--- config.mk ---
export PLATFORM = sky130hd
export DESIGN_NAME = uart_host_flat
export DESIGN_NICKNAME = d
export VERILOG_FILES = /design/src/rtl/uart_host_if.sv /design/src/rtl/uart_host.sv /design/src/flat_wrapper.sv
export SDC_FILE = /design/constraint.sdc
export NUM_CORES = 1
export LEC_CHECK = 0
export BUFFER_PORTS_ARGS = -buffer_cell sky130_fd_sc_hd__buf_2
export CORE_UTILIZATION = 42
export CTS_CLUSTER_SIZE = 40
export DETAILED_ROUTE_END_ITERATION = 12
export GPL_TIMING_DRIVEN = 1
export MAX_ROUTING_LAYER = met4
export SLEW_MARGIN = 20
export SYNTH_ARGS = -nofsm -noshare
export SYNTH_HDL_FRONTEND = slang
export SYNTH_SLANG_ARGS = --single-unit
--- constraint.sdc ---
create_clock -name clk -period 1.86 [get_ports clk]
set_input_delay 0.186 -clock clk [delete_from_list [all_inputs] [get_ports clk]]
set_output_delay 0.186 -clock clk [all_outputs]
set_load 0.02 [all_outputs]
--- src/rtl/uart_host_if.sv ---
// uart_host_if: register-bus link between uart_host (master) and the uart
// block (slave).
//   io_addr  : register address           (master -> slave)
//   io_wdata : write data                 (master -> slave)
//   io_write : write strobe               (master -> slave)
//   io_read  : read strobe                (master -> slave)
//   io_rdata : read data, same-cycle      (slave -> master)
//   uart_int : interrupt, rx ready | tx done (slave -> master)
interface uart_host_if;
  logic [3:0] io_addr;
  logic [7:0] io_wdata;
  logic       io_write;
  logic       io_read;
  logic [7:0] io_rdata;
  logic       uart_int;

  modport master (
    output io_addr, io_wdata, io_write, io_read,
    input  io_rdata, uart_int
  );

  modport slave (
    input  io_addr, io_wdata, io_write, io_read,
    output io_rdata, uart_int
  );
endinterface

--- src/rtl/uart_host.sv ---
// uart_host: owns the uart register bus and turns it into two byte streams.
// After reset it programs the baud divisor (regs 4/5). It then moves bytes
// from a TX FIFO into reg 1, one per tx-done handshake. On interrupt it polls
// status (reg 2), drains received bytes (reg 0) into an RX FIFO, and
// acknowledges tx-done by writing reg 2.
// Ports:
//   clk, reset            : clock, synchronous active-high reset
//   tx_data/valid/ready   : inbound byte stream (into TX FIFO)
//   rx_data/valid/ready   : outbound byte stream (head of RX FIFO)
//   rx_overrun            : sticky, a received byte was dropped (RX FIFO full)
//   io                    : uart register bus (master side)
module uart_host #(
  parameter int unsigned DIV      = 43,
  parameter int unsigned TX_DEPTH = 4,
  parameter int unsigned RX_DEPTH = 4
) (
  input  logic        clk,
  input  logic        reset,
  input  logic [7:0]  tx_data,
  input  logic        tx_valid,
  output logic        tx_ready,
  output logic [7:0]  rx_data,
  output logic        rx_valid,
  input  logic        rx_ready,
  output logic        rx_overrun,
  uart_host_if.master io
);

  localparam logic [11:0]  DIV12 = 12'(DIV);
  localparam int unsigned  TX_AW = $clog2(TX_DEPTH);
  localparam int unsigned  RX_AW = $clog2(RX_DEPTH);
  localparam logic [TX_AW:0] TX_ONE = {{TX_AW{1'b0}}, 1'b1};
  localparam logic [RX_AW:0] RX_ONE = {{RX_AW{1'b0}}, 1'b1};

  typedef enum logic [2:0] {
    S_DIVLO,
    S_DIVHI,
    S_IDLE,
    S_POLL,
    S_RXR,
    S_TXACK,
    S_TXW
  } state_t;

  state_t state, state_next;

  logic tx_idle;
  logic tx_idle_set, tx_idle_clr;

  // TX FIFO
  logic [7:0]     tx_mem [TX_DEPTH];
  logic [TX_AW:0] tx_wr, tx_rd;
  logic           tx_empty, tx_full;
  logic           tx_push, tx_pop, tx_pop_req;
  logic [7:0]     tx_head;

  // RX FIFO
  logic [7:0]     rx_mem [RX_DEPTH];
  logic [RX_AW:0] rx_wr, rx_rd;
  logic           rx_empty, rx_full;
  logic           rx_push, rx_pop, rx_take;

  assign tx_empty = (tx_wr == tx_rd);
  assign tx_full  = (tx_wr[TX_AW] != tx_rd[TX_AW]) &&
                    (tx_wr[TX_AW-1:0] == tx_rd[TX_AW-1:0]);
  assign tx_head  = tx_mem[tx_rd[TX_AW-1:0]];

  assign rx_empty = (rx_wr == rx_rd);
  assign rx_full  = (rx_wr[RX_AW] != rx_rd[RX_AW]) &&
                    (rx_wr[RX_AW-1:0] == rx_rd[RX_AW-1:0]);

  assign tx_ready = !tx_full && (state != S_DIVLO) && (state != S_DIVHI);
  assign tx_push  = tx_valid && tx_ready;
  assign tx_pop   = tx_pop_req && !tx_empty;

  assign rx_valid = !rx_empty;
  assign rx_data  = rx_mem[rx_rd[RX_AW-1:0]];
  assign rx_pop   = rx_valid && rx_ready;
  // A full FIFO still accepts the new byte when the consumer frees a slot
  // in the same cycle.
  assign rx_push  = rx_take && (!rx_full || rx_pop);

  always_ff @(posedge clk) begin
    if (reset) begin
      state <= S_DIVLO;
    end else begin
      state <= state_next;
    end
  end

  always_comb begin
    state_next  = state;
    io.io_addr  = '0;
    io.io_wdata = '0;
    io.io_write = 1'b0;
    io.io_read  = 1'b0;
    tx_pop_req  = 1'b0;
    rx_take     = 1'b0;
    tx_idle_set = 1'b0;
    tx_idle_clr = 1'b0;
    case (state)
      S_DIVLO: begin
        io.io_write = 1'b1;
        io.io_addr  = 4'd4;
        io.io_wdata = DIV12[7:0];
        state_next  = S_DIVHI;
      end
      S_DIVHI: begin
        io.io_write = 1'b1;
        io.io_addr  = 4'd5;
        io.io_wdata = {4'b0000, DIV12[11:8]};
        state_next  = S_IDLE;
      end
      S_IDLE: begin
        // A byte being accepted this cycle counts as queued, so it reaches
        // the uart on the very next cycle; its slot is written at this edge
        // and is readable as the FIFO head in TXW.
        if (io.uart_int) begin
          state_next = S_POLL;
        end else if (tx_idle && (!tx_empty || tx_push)) begin
          state_next = S_TXW;
        end
      end
      S_POLL: begin
        io.io_read = 1'b1;
        io.io_addr = 4'd2;
        if (io.io_rdata[1]) begin
          state_next = S_RXR;
        end else if (io.io_rdata[0]) begin
          state_next = S_TXACK;
        end else begin
          state_next = S_IDLE;
        end
      end
      S_RXR: begin
        io.io_read = 1'b1;
        io.io_addr = 4'd0;
        rx_take    = 1'b1;
        state_next = S_IDLE;
      end
      S_TXACK: begin
        io.io_write = 1'b1;
        io.io_addr  = 4'd2;
        io.io_wdata = 8'h01;
        tx_idle_set = 1'b1;
        state_next  = S_IDLE;
      end
      S_TXW: begin
        io.io_write = 1'b1;
        io.io_addr  = 4'd1;
        io.io_wdata = tx_head;
        tx_pop_req  = 1'b1;
        tx_idle_clr = 1'b1;
        state_next  = S_IDLE;
      end
      default: begin
        state_next = S_DIVLO;
      end
    endcase
  end

  always_ff @(posedge clk) begin
    if (reset) begin
      tx_idle    <= 1'b1;
      rx_overrun <= 1'b0;
    end else begin
      if (tx_idle_set) begin
        tx_idle <= 1'b1;
      end else if (tx_idle_clr) begin
        tx_idle <= 1'b0;
      end
      if (rx_take && rx_full && !rx_pop) begin
        rx_overrun <= 1'b1;
      end
    end
  end

  always_ff @(posedge clk) begin
    if (reset) begin
      tx_wr <= '0;
      tx_rd <= '0;
      rx_wr <= '0;
      rx_rd <= '0;
    end else begin
      if (tx_push) tx_wr <= tx_wr + TX_ONE;
      if (tx_pop)  tx_rd <= tx_rd + TX_ONE;
      if (rx_push) rx_wr <= rx_wr + RX_ONE;
      if (rx_pop)  rx_rd <= rx_rd + RX_ONE;
    end
  end

  always_ff @(posedge clk) begin
    if (tx_push) tx_mem[tx_wr[TX_AW-1:0]] <= tx_data;
    if (rx_push) rx_mem[rx_wr[RX_AW-1:0]] <= io.io_rdata;
  end

endmodule

--- src/flat_wrapper.sv ---
// flat-port wrapper written by rule: the top's interface ports become plain ports
module uart_host_flat 
#(
  parameter int unsigned DIV      = 43,
  parameter int unsigned TX_DEPTH = 4,
  parameter int unsigned RX_DEPTH = 4
)
  (clk, reset, tx_data, tx_valid, tx_ready, rx_data, rx_valid, rx_ready, rx_overrun, io_io_addr, io_io_wdata, io_io_write, io_io_read, io_io_rdata, io_uart_int);
  uart_host_if io_i ();
  input  logic clk;
  input  logic reset;
  input  logic [7:0] tx_data;
  input  logic tx_valid;
  output logic tx_ready;
  output logic [7:0] rx_data;
  output logic rx_valid;
  input  logic rx_ready;
  output logic rx_overrun;
  output wire logic [$bits(io_i.io_addr)-1:0] io_io_addr;
  output wire logic [$bits(io_i.io_wdata)-1:0] io_io_wdata;
  output wire logic [$bits(io_i.io_write)-1:0] io_io_write;
  output wire logic [$bits(io_i.io_read)-1:0] io_io_read;
  input wire logic [$bits(io_i.io_rdata)-1:0] io_io_rdata;
  input wire logic [$bits(io_i.uart_int)-1:0] io_uart_int;
  assign io_io_addr = io_i.io_addr;
  assign io_io_wdata = io_i.io_wdata;
  assign io_io_write = io_i.io_write;
  assign io_io_read = io_i.io_read;
  assign io_i.io_rdata = io_io_rdata;
  assign io_i.uart_int = io_uart_int;
  uart_host #(.DIV(DIV), .TX_DEPTH(TX_DEPTH), .RX_DEPTH(RX_DEPTH)) u_core (.clk(clk), .reset(reset), .tx_data(tx_data), .tx_valid(tx_valid), .tx_ready(tx_ready), .rx_data(rx_data), .rx_valid(rx_valid), .rx_ready(rx_ready), .rx_overrun(rx_overrun), .io(io_i));
endmodule
==> metrics.md, run 1 <==
| Metric | Value |
|---|---|
| Ys flop type | edfxtp_1 |
| Syn nets | 260 |
| Die Height | 94.11 um |
| Power Dens Cells | 914.0 mW/mm^2 |
| Gate power share | between 10% and 20% |
| Post-CTS Hold Buffers | 0 |
| Post-synth EDFFs | 64 |
| Placer Congestion | between 0.7 and 0.8 |
| Worst EP required | ~1700 ps |
| Total Routed Length | 6.266 mm |
| Fmax | 0.5373 GHz |
| R2R depth | 3 |
| Root buf cell | clkbuf_8 |
| Hold path start | tx_data[6] |
| Antenna-violating nets left | 0 |
| FF+latch count, synth | 85 |
| Place WS | 95.75 ps |
| Antenna fix cells | 0 |
| Hold path depth | 1 |
| Overflow after GRT | 0 |
| Area post-placement | 0.004029 mm^2 |
| Initial Utilization | a little over two fifths |
| Lkg Pwr | 1.552 nW |
| I/O pins | 46 |
| Status | finished, violations left |
| Net Sw Frac | a little under a quarter |
| CP endpoint kind | output pin |
| Sequential fraction of the synthesis area | 65.73% |
| Crit start category | register |
| Clk pin slew, worst setup/hold paths | 80 ps |
| Power Internal | slightly above 3 mW |
| H-tree levels | 3 |
| Die Footprint | ~0.0089 mm^2 |
| CTS tree | built |
| Core footprint | 0.008217 mm^2 |
| Initial antenna violation count | 0 |
| Ratio of cells with drive above 1 in the final layout | 35.25% |
| Most frequent cells in the layout | edfxtp_1, buf_2, dfxtp_1 |
| Skew-Pair Late Insertion Delay | 340 ps |
| Max Cap Violations | 0 |
| Die width | 94.11 um |
| Worst hold endpoint | u_core.tx_mem[0][6]$_DFFE_PP_ |
| Global-route wire length before repair | 10.16 mm |
| Fill count | 698 |
| All-layer global routing usage | 16.21% |
| Final setup violating endpoints | 1 |
| Critical Path Fanout Max | 3 |
| DRC | 0 |
| Worst Skew | 7.561 ps |
| Crit path DAT | about 1700 ps |
| Final period util | 100.1% |
| Final slew viol count | 0 |
| Psw | 905.1 uW |
| TritonRoute pass-1 iters | 4 |
| Synth-to-layout area growth | 20.79% |
| Synth Cell Area | ~0.0036 mm^2 |
| Vias in the first global route | 2044 |
| Port Buffer Count | 44 |
| FP Rows | 33 |
| Largest net degree at the start of global routing | 21 |
| DR WL/cell | 15.67 um |
| Seq pwr share | 53.2% |
| Initial drt markers | ~110 |
| Drt via density | 5.065 |
| Setup WS post-layout | -0.9882 ps |
| Synth cell types | 40 |
| Cts bufs inserted | 9 |
| Clk network pwr share | 34.8% |
| Hold Crit Class | in -> reg |
| Failing checks | negative setup slack |
| Post-CTS Setup Repair Bufs | 0 |
| RSZ-0062 raised after global routing | yes |
| Maximum vdd drop | between 0.0003 and 0.0004 V |
| Post-route cell area | roughly 0.0043 mm^2 |
| Final nets | 321 |
| Asr flop ratio synth | 0% |
| Maximum clock path buffer count | 2 |
| Yosys warns | 0 |
| FF-to-FF End | u_core.rx_mem[2][4]$_DFFE_PP_ |
| Final hold violations | 0 |
| Reg2reg start | u_core.state[0]$_SDFFE_PP0P_ |
| Fin crit period | roughly 1900 ps |
| CTS Sinks | between 80 and 90 |
| Syn_area_per_cell | 15.56 um^2 |
| Vias | 2026 |
| Cell count after synthesis | around 230 |
| Most common cell after layout, fill and taps aside | edfxtp_1 |
| Kind of critical path | reg -> out |
| DP HPWL | 4.521 mm |
| Fin util | 52.38% |
| Worst reg-to-reg setup slack | 120 ps |
-- critical path, stage by stage, from the launching register on --
cell	delay (ps)
dfxtp_4	380
mux4_2	510
nand3b_1	100
nand2_1	50
a21o_1	170
buf_6	130
-- state kept, by name (all words and copies together) (netlist names), named ones only --
register and cells:
u_core.state 3, u_core.rx_mem 32, u_core.rx_wr 3, u_core.tx_mem 32, u_core.tx_rd 3, u_core.rx_rd 3, u_core.rx_overrun 1, u_core.tx_wr 3
u_core.tx_idle 1
-- worst max path at each step --
stage,start,endpoint,slack (ps),depth (start not counted)
2_1_floorplan,u_core.state[2]$_SDFFE_PP0P_,u_core.rx_mem[3][0]$_DFFE_PP_,130,4
3_3_place_gp,u_core.state[0]$_SDFFE_PP0P_,u_core.rx_mem[1][3]$_DFFE_PP_,140,3
3_5_place_dp,u_core.state[0]$_SDFFE_PP0P_,u_core.rx_mem[1][5]$_DFFE_PP_,100,3
4_1_cts,register,io_io_wdata[0],-20,5
5_1_grt,register,io_io_wdata[0],-100,5
6_report,register,io_io_wdata[0],-1,5
-- power groups by stage --
stage | Clock, mW | Sequential [mW] | Combinational [mW]
6_report | 1.37 | 2.09 | 0.472
2_1_floorplan | 0 | 2.14 | 0.260
4_1_cts | 1.41 | 2.09 | 0.472
5_1_grt | 1.49 | 2.10 | 0.515
3_5_place_dp | 0 | 2.14 | 0.437
3_3_place_gp | 0 | 2.14 | 0.435
-- repair_timing --
item,CTS,global route
endpoints found under the setup margin,8,9
gates resized for setup,15,3
pin swaps,9,0
-- stage by stage --
stage | hold slack (ps) | setup TNS, ps | std cells | power, mW
finish | 57.76 | -0.9882 | 400 | 3.934
global route | 33.65 | -372.9 | 400 | 4.099
CTS | 38.94 | -39.96 | 400 | 3.973
detailed placement | 409.5 | 0 | 384 | 2.574
global placement | 403.0 | 0 | 384 | 2.570
floorplan | 284.9 | 0 | 229 | 2.401
-- cell usage after synthesis, types with 4 or more instances --
cell	count	area, um^2
edfxtp_1	64	1922
dfxtp_1	21	420.4
mux4_2	16	360.4
nor2_1	15	56.30
ha_1	10	125.1
and2_1	9	56.30
inv_1	9	33.78
xnor2_1	9	78.83
xor2_1	7	61.31
a21oi_1	6	30.03
clkbuf_1	6	22.52
nand2_1	5	18.77
nand3_1	5	25.02
o21ai_0	5	25.02
mux2i_1	4	40.04
nand3b_1	4	30.03
nor2b_1	4	25.02
nor3_1	4	20.02
-- per-layer routing --
layer	GRT usage, %	wire length, um	up-vias
met4	5.769	62	0
li1	-	-	974
met1	20.49	2867	1011
met5	-	0	-
met3	4.126	225	5
met2	25.36	3111	36
-- cell families after synthesis --
kind of cell	share of synthesized area [%]
compound gates	5.513
xor+xnor	3.933
fa+ha+maj	3.511
buf+inv	2.387
flops	65.73
mux	11.24
other cells	0.1052
simple gates	7.584
-- layout make-up --
class                           count  area, um^2  share of cell area (%)
Clock buffer                       10       127.6                   2.965
Inverter                            9       33.78                  0.7849
Timing Repair Buffer               61       412.9                   9.593
Clock inverter                      6       87.58                   2.035
Tap cell                          105       131.4                   3.052
Sequential cell                    85        2346                   54.51
Multi-Input combinational cell    124        1165                   27.06
(Power assumes the default switching activity.)
==> run 2: changes to the inputs <==
--- a/config.mk
+++ b/config.mk
@@ -5,6 +5,7 @@
 export SDC_FILE = /design/constraint.sdc
 export NUM_CORES = 1
 export LEC_CHECK = 0
+export ABC_AREA = 1
 export BUFFER_PORTS_ARGS = -buffer_cell sky130_fd_sc_hd__buf_2
 export CORE_UTILIZATION = 42
 export CTS_CLUSTER_SIZE = 40
==> constraint.sdc (replaced) <==
create_clock -name clk -period 1.86 [get_ports clk]
set_input_delay 0.093 -clock clk [delete_from_list [all_inputs] [get_ports clk]]
set_output_delay 0.093 -clock clk [all_outputs]
set_load 0.02 [all_outputs]
==> run 2 against run 1 <==
  * The flow now finishes without violations
  * Critical path depth rose by 1
  * Synthesized cell count rose by 58%
  * Global-route usage rose by 2.1 points
  * Total power rose by 14%
  * Core utilization rose by 1.1 points
  * Final cell count rose by 38%
  * Routed wire length rose by 19%
  * Critical endpoint is now u_core.rx_mem[3][5]$_DFFE_PP_
==> metrics.md, run 2 <==
| Metric | Value |
|---|---|
| I/O pins | 46 (unchanged) |
| Final setup violating endpoints | 0 (-1) |
| Design Power | 4.470 mW (+14%) |
| Status | complete, no violations |
| Worst hold slack | 25.16 ps (-32.60 ps) |
| Area post-placement | 0.004124 mm^2 (+2.4%) |
| Kind of critical path | reg -> reg |
| Slowest CP cell | nor2_1 |
| Synth cell types | 31 (-23%) |
| TritonRoute pass-1 iters | 4 (unchanged) |
| Final Non-Filler Cells | 552 (+38%) |
| Fin util | 53.53% (+1.1 points) |
| Placer Congestion | 0.7927 (-0.46%) |
| DR WL/cell | 13.55 um (-14%) |
| TNS Setup | 0 ps (+0.9882 ps) |
| Final hold violations | 0 (unchanged) |
| Syn nets | 392 (+51%) |
| Maximum vdd drop | 0.0005158 V (+46%) |
| Antenna fix cells | 0 (unchanged) |
| Initial Utilization | 44.07% (+0.70 points) |
| Die width | 95.78 um (+1.8%) |
| Post-route cell area | 0.004487 mm^2 (+4.2%) |
| Die Height | 95.78 um (+1.8%) |
| Final nets | 473 (+47%) |
| Ratio of cells with drive above 1 in the final layout | 22.60% (-13 points) |
| Synth top cells by count | edfxtp_1, nand2_1, nor2_1, inv_1, o21ai_0 |
| Most frequent cell after synthesis | edfxtp_1 |
| Maximum clock path buffer count | 2 (unchanged) |
| DP HPWL | 5.299 mm (+17%) |
| Sequential fraction of the synthesis area | 63.41% (-2.3 points) |
| Vias in the first global route | 2555 (+25%) |
| Hold path start | reset |
| XOR/XNOR Fraction of Synth Area | 1.186% (-2.7 points) |
| Max incr delay on CP | 600 ps (+90 ps) |
| H-tree levels | 3 (unchanged) |
| DRC | 0 (unchanged) |
| Antenna-violating nets left | 0 (unchanged) |
| Setup WS post-layout | 118.4 ps (+119.4 ps) |
| Overflow after GRT | 0 (unchanged) |
| Critical Path Fanout Max | 8 (+5) |
| Fin crit period | 1742 ps (-119.4 ps) |
| CP Launch Point | u_core.rx_wr[2]$_SDFFE_PP0P_ |
| Lkg Pwr | 1.837 nW (+18%) |
| Ys flop type | edfxtp_1 |
| CP top delay family | simple AND/OR/NAND/NOR gates |
| CP bufs+invs | 0 (-1) |
| Fill count | 751 (+7.6%) |
| Clk pin slew, worst setup/hold paths | 90 ps (about the same) |
| RSZ-0062 raised after global routing | yes |
| Crit start category | register |
| Fmax | 0.5742 GHz (+6.9%) |
| All-layer global routing usage | 18.27% (+2.1 points) |
| Crit path DAT | 1730 ps (+60 ps) |
| Worst Skew | 14.05 ps (+6.489 ps) |
| Root buf cell | clkbuf_8 |
| Worst EP required | 1850 ps (+180 ps) |
| Post-synthesis compound-gate area fraction | 7.690% (+2.2 points) |
| Hold Crit Class | in -> reg |
| Die Footprint | 0.009173 mm^2 (+3.6%) |
| Drt via density | 4.911 (-3.0%) |
| Asr flop ratio synth | 0% (unchanged) |
| Synth-to-layout area growth | 21.48% |
| Global-route wire length before repair | 11.90 mm (+17%) |
| Final slew viol count | 0 (unchanged) |
| FF+latch count, synth | 85 (unchanged) |
| Reg2reg start | u_core.rx_wr[2]$_SDFFE_PP0P_ |
| Largest net degree at the start of global routing | 17 (-19%) |
| Vias | 2711 (+34%) |
| Synth top area cells | edfxtp_1, dfxtp_1, nand2_1 |
| Slew @ Worst Pin | 782.4 ps |
| Synth Cell Area | 0.003694 mm^2 (+3.7%) |
| Core footprint | 0.008382 mm^2 (+2.0%) |
| CP cell instances | nand2_1 -> nand2_1 -> nor2_1 -> nand2_2 -> nand2_4 -> nor2_1 |
| Cell taking the most area after synthesis | edfxtp_1 |
| Simple-gate share of the synthesized area | 18.94% (+11 points) |
| CTS tree | built |
| CP endpoint kind | register |
| Top-area cell type share of the netlist area | 52.03% (-1.9 points) |
| Total Routed Length | 7.478 mm (+19%) |
| Most frequent cells in the layout | edfxtp_1, nand2_1, nor2_1 |
| Yosys warns | 0 (unchanged) |
| Max Cap Violations | 0 (unchanged) |
| Most common cell after layout, fill and taps aside | edfxtp_1 |
| Syn_area_per_cell | 10.23 um^2 (-34%) |
| FP Rows | 33 (unchanged) |
| Post-synth EDFFs | 64 (unchanged) |
| CTS Sinks | 85 (unchanged) |
| Largest family of logic cells by synthesized area | simple AND/OR/NAND/NOR gates |
| Port Buffer Count | 44 (unchanged) |
| Initial drt markers | 83 (-22%) |
| Cell count after synthesis | 361 (+58%) |
| Cts bufs inserted | 9 (unchanged) |
| Post-synthesis mux area share | 0% (-11 points) |
| Power Dens Cells | 996.2 mW/mm^2 (+9.0%) |
| Initial antenna violation count | 0 (unchanged) |
| Dpl cells | 518 (+35%) |
| Slew Limit Headroom | 47.65% |
| Final period util | 93.63% (-6.4 points) |
| Adder-Cell Fraction of Synth Area | 3.388% (-0.12 points) |
| Skew-Pair Late Insertion Delay | 360 ps (+20 ps) |
| Place WS | 106.1 ps (+10.36 ps) |
-- run 2: changes by cell type in the layout (fill, tap and decap cells not counted), moves of 5 or more --
| cell | change |
|---|---|
| a21oi_1 | +8 |
| and2_1 | -9 |
| buf_2 | +5 |
| dlygate4sd3_1 | +16 |
| inv_1 | +24 |
| inv_2 | +7 |
| mux4_2 | -16 |
| nand2_1 | +56 |
| nand3_1 | +22 |
| nor2_1 | +40 |
| o21ai_0 | +24 |
| o22ai_1 | +8 |
| xnor2_1 | -9 |
-- run 2: final cells by class --
cell class,count,area [um^2],share of cell area [%]
Clock inverter,7,56.30,1.255
Sequential cell,85,2344,52.23
Multi-Input combinational cell,227,1159,25.82
Inverter,41,157.7,3.514
Clock buffer,9,123.9,2.761
Tap cell,105,131.4,2.928
Timing Repair Buffer,78,515.5,11.49
-- run 2: worst paths after layout --
check,endpoint,slack [ps],cells after the start
max reg2reg,u_core.rx_mem[3][5]$_DFFE_PP_,120,6
max,u_core.rx_mem[3][5]$_DFFE_PP_,120,6
min,u_core.rx_rd[2]$_SDFFE_PP0N_,30,2
min reg2reg,u_core.rx_overrun$_SDFFE_PP0P_,460,2
-- run 2: repair_timing --
item | CTS | global route
setup endpoints to repair | 0 | 35
hold buffers | 16 | 0
hold endpoints to repair | 64 | 0
resized for setup | 0 | 3
setup buffers | 0 | 2
-- run 2: where the power goes --
group | internal (mW) | leakage, nW | total, mW | switching, mW
registers | 2.12 | 0.748 | 2.19 | 0.0645
clock network | 0.504 | 0.0926 | 1.20 | 0.700
logic | 0.376 | 0.996 | 1.08 | 0.702
total | 3.00 | 1.84 | 4.47 | 1.47
-- run 2: routing by layer --
layer / routed length [um] / part of all wire [%] / global-route usage, % / up-vias
met1: 3401 / 45 / 21.46 / 1277
met3: 269 / 3.6 / 3.949 / 13
met4: 137 / 1.8 / 7.711 / 0
li1: - / - / - / 1370
met2: 3669 / 49 / 30.42 / 51
met5: 0 / 0 / - / -
-- run 2: worst reg2reg max path: cells and delay by family (launching register included) --
| family | cells | cell delay, ps |
|---|---|---|
| and+or+nand+nor | 6 | 990 |
| DFF | 1 | 390 |
-- run 2: cells by family (layout without fill, tap and decap cells) --
group | Yosys count | in the layout
other | 1 | 1
AOI/OAI and AO/OA | 53 | 53
buffers and inverters | 49 | 135
and+or+nand+nor | 158 | 158
adders and majority gates | 10 | 10
xor gates and xnor gates | 5 | 5
DFF | 85 | 85
==> run 3: changes to the inputs <==
--- a/config.mk
+++ b/config.mk
@@ -11,7 +11,6 @@
 export CTS_CLUSTER_SIZE = 40
 export DETAILED_ROUTE_END_ITERATION = 12
 export GPL_TIMING_DRIVEN = 1
-export MAX_ROUTING_LAYER = met4
 export SLEW_MARGIN = 20
 export SYNTH_ARGS = -nofsm -noshare
 export SYNTH_HDL_FRONTEND = slang
==> run 3 against run 2 <==
  * Sequential share of layout area unchanged
  * Via count decreased by 0.33%
  * Global-route usage decreased by 0.52 points
==> metrics.md, run 3 (synthesized netlist as in run 2, its figures left out) <==
| Metric | Value |
|---|---|
| Status | complete, no violations |
| Initial drt markers | 90 (+8.4%) |
| Maximum clock path buffer count | 2 (unchanged) |
| CP endpoint kind | register |
| Synth-to-layout area growth | 21.48% (unchanged) |
| Initial antenna violation count | 0 (unchanged) |
| CTS tree | built |
| Largest net degree at the start of global routing | 17 (unchanged) |
| Final period util | 94.02% (+0.39 points) |
| Crit path DAT | 1730 ps (about the same) |
| Antenna-violating nets left | 0 (unchanged) |
| Fill count | 751 (unchanged) |
| CTS Sinks | 85 (unchanged) |
| Core footprint | 0.008382 mm^2 (unchanged) |
| Fin util | 53.53% (unchanged) |
| Die Footprint | 0.009173 mm^2 (unchanged) |
| Total Routed Length | 7.460 mm (-0.24%) |
| Maximum vdd drop | 0.0005167 V (+0.18%) |
| Die Height | 95.78 um (unchanged) |
| Most frequent cells in the layout | edfxtp_1, nand2_1, nor2_1 |
| Vias in the first global route | 2552 (-0.12%) |
| Slowest CP cell | nor2_1 |
| Place WS | 106.1 ps (unchanged) |
| CP cell instances | nand2_1 -> nand2_1 -> nor2_1 -> nand2_2 -> nand2_4 -> nor2_1 |
| Hold Crit Class | in -> reg |
| DRC | 0 (unchanged) |
| Die width | 95.78 um (unchanged) |
| Slew @ Worst Pin | 790.5 ps (+8.141 ps) |
| Crit start category | register |
| Most common cell after layout, fill and taps aside | edfxtp_1 |
| All-layer global routing usage | 17.74% (-0.52 points) |
| Worst Skew | 14.08 ps (+0.02560 ps) |
| DP HPWL | 5.299 mm (unchanged) |
| Drt via density | 4.895 (-0.33%) |
| Port Buffer Count | 44 (unchanged) |
| Root buf cell | clkbuf_8 |
| Final setup violating endpoints | 0 (unchanged) |
| Cts bufs inserted | 9 (unchanged) |
| Antenna fix cells | 0 (unchanged) |
| I/O pins | 46 (unchanged) |
| H-tree levels | 3 (unchanged) |
| Ratio of cells with drive above 1 in the final layout | 22.60% (unchanged) |
| Skew-Pair Late Insertion Delay | 360 ps (about the same) |
| Fmax | 0.5718 GHz (-0.42%) |
| Kind of critical path | reg -> reg |
| TritonRoute pass-1 iters | 4 (unchanged) |
| Clk pin slew, worst setup/hold paths | 90 ps (about the same) |
| Vias | 2702 (-0.33%) |
| Lkg Pwr | 1.837 nW (unchanged) |
| FP Rows | 33 (unchanged) |
| Final hold violations | 0 (unchanged) |
| Setup WS post-layout | 111.2 ps (-7.288 ps) |
| DR WL/cell | 13.51 um (-0.24%) |
| Max incr delay on CP | 600 ps (about the same) |
| Slew Limit Headroom | 47.10% (-0.54 points) |
| Final slew viol count | 0 (unchanged) |
| Critical Path Fanout Max | 8 (unchanged) |
| Worst EP required | 1840 ps (about the same) |
| Initial Utilization | 44.07% (unchanged) |
| Final nets | 473 (unchanged) |
| RSZ-0062 raised after global routing | yes |
| Design Power | 4.465 mW (about the same) |
| Fin crit period | 1749 ps (+7.288 ps) |
| Placer Congestion | 0.7819 (-1.4%) |
| Global-route wire length before repair | 11.91 mm (about the same) |
| Power Dens Cells | 995.2 mW/mm^2 (about the same) |
| Overflow after GRT | 0 (unchanged) |
| Max Cap Violations | 0 (unchanged) |
## run 3: cell counts in the layout (fill, tap and decap cells not counted)
Identical to the previous run, type by type.
## run 3: final timing paths
path                                                      from  cells past startpoint                              to  slack (ps)
worst min register to register  u_core.rx_overrun$_SDFFE_PP0P_                      2  u_core.rx_overrun$_SDFFE_PP0P_         460
worst max-delay path              u_core.rx_wr[2]$_SDFFE_PP0P_                      6   u_core.rx_mem[3][5]$_DFFE_PP_         110
worst max register to register    u_core.rx_wr[2]$_SDFFE_PP0P_                      6   u_core.rx_mem[3][5]$_DFFE_PP_         110
worst min-delay path                                     reset                      2    u_core.rx_rd[2]$_SDFFE_PP0N_          30
## run 3: per-layer routing
metal	share of wire (%)	vias to the layer above	wire length, um	global-route usage (%)
li1	-	1369	-	-
met1	46	1269	3399	21.36
met2	50	59	3706	30.54
met3	3.8	5	283	3.949
met4	0.94	0	70	7.711
met5	0	-	0	0
## run 3: power breakdown
group / leakage (nW) / total (mW) / internal (mW) / switching, mW
Combinational: 0.996 / 1.08 / 0.376 / 0.702
Sequential: 0.748 / 2.19 / 2.12 / 0.0641
Clock: 0.0926 / 1.20 / 0.504 / 0.696
Total: 1.84 / 4.47 / 3.00 / 1.46
## run 3: critical path, delay by kind of cell, from the launching register on
family	cells	cell delay, ps
and+or+nand+nor	6	990
DFF	1	390
## run 3: final cells by class
cell class | instances | area, um^2 | area share (%)
clock buffer | 9 | 123.9 | 2.761
clock inverter | 7 | 56.30 | 1.255
inverter | 41 | 157.7 | 3.514
multi-input combinational | 227 | 1159 | 25.82
sequential | 85 | 2344 | 52.23
tap | 105 | 131.4 | 2.928
timing repair buffer | 78 | 515.5 | 11.49
## run 3: metrics by stage
stage               cell area (um^2)  std cells  hold WS, ps  TNS (ps)
finish                          4487        552        28.08         0
floorplan                       3694        361        191.9         0
detailed placement              4124        518        317.0         0
CTS                             4464        550        26.79         0
global route                    4487        552        40.93    -738.5
global placement                4124        518        315.0         0
## run 3: what timing repair did
action / 4_1_cts / 5_1_grt
setup endpoints to repair: 0 / 35
buffers inserted: 0 / 2
endpoints found under the hold margin: 64 / 0
hold buffers: 16 / 0
resized for setup: 0 / 3
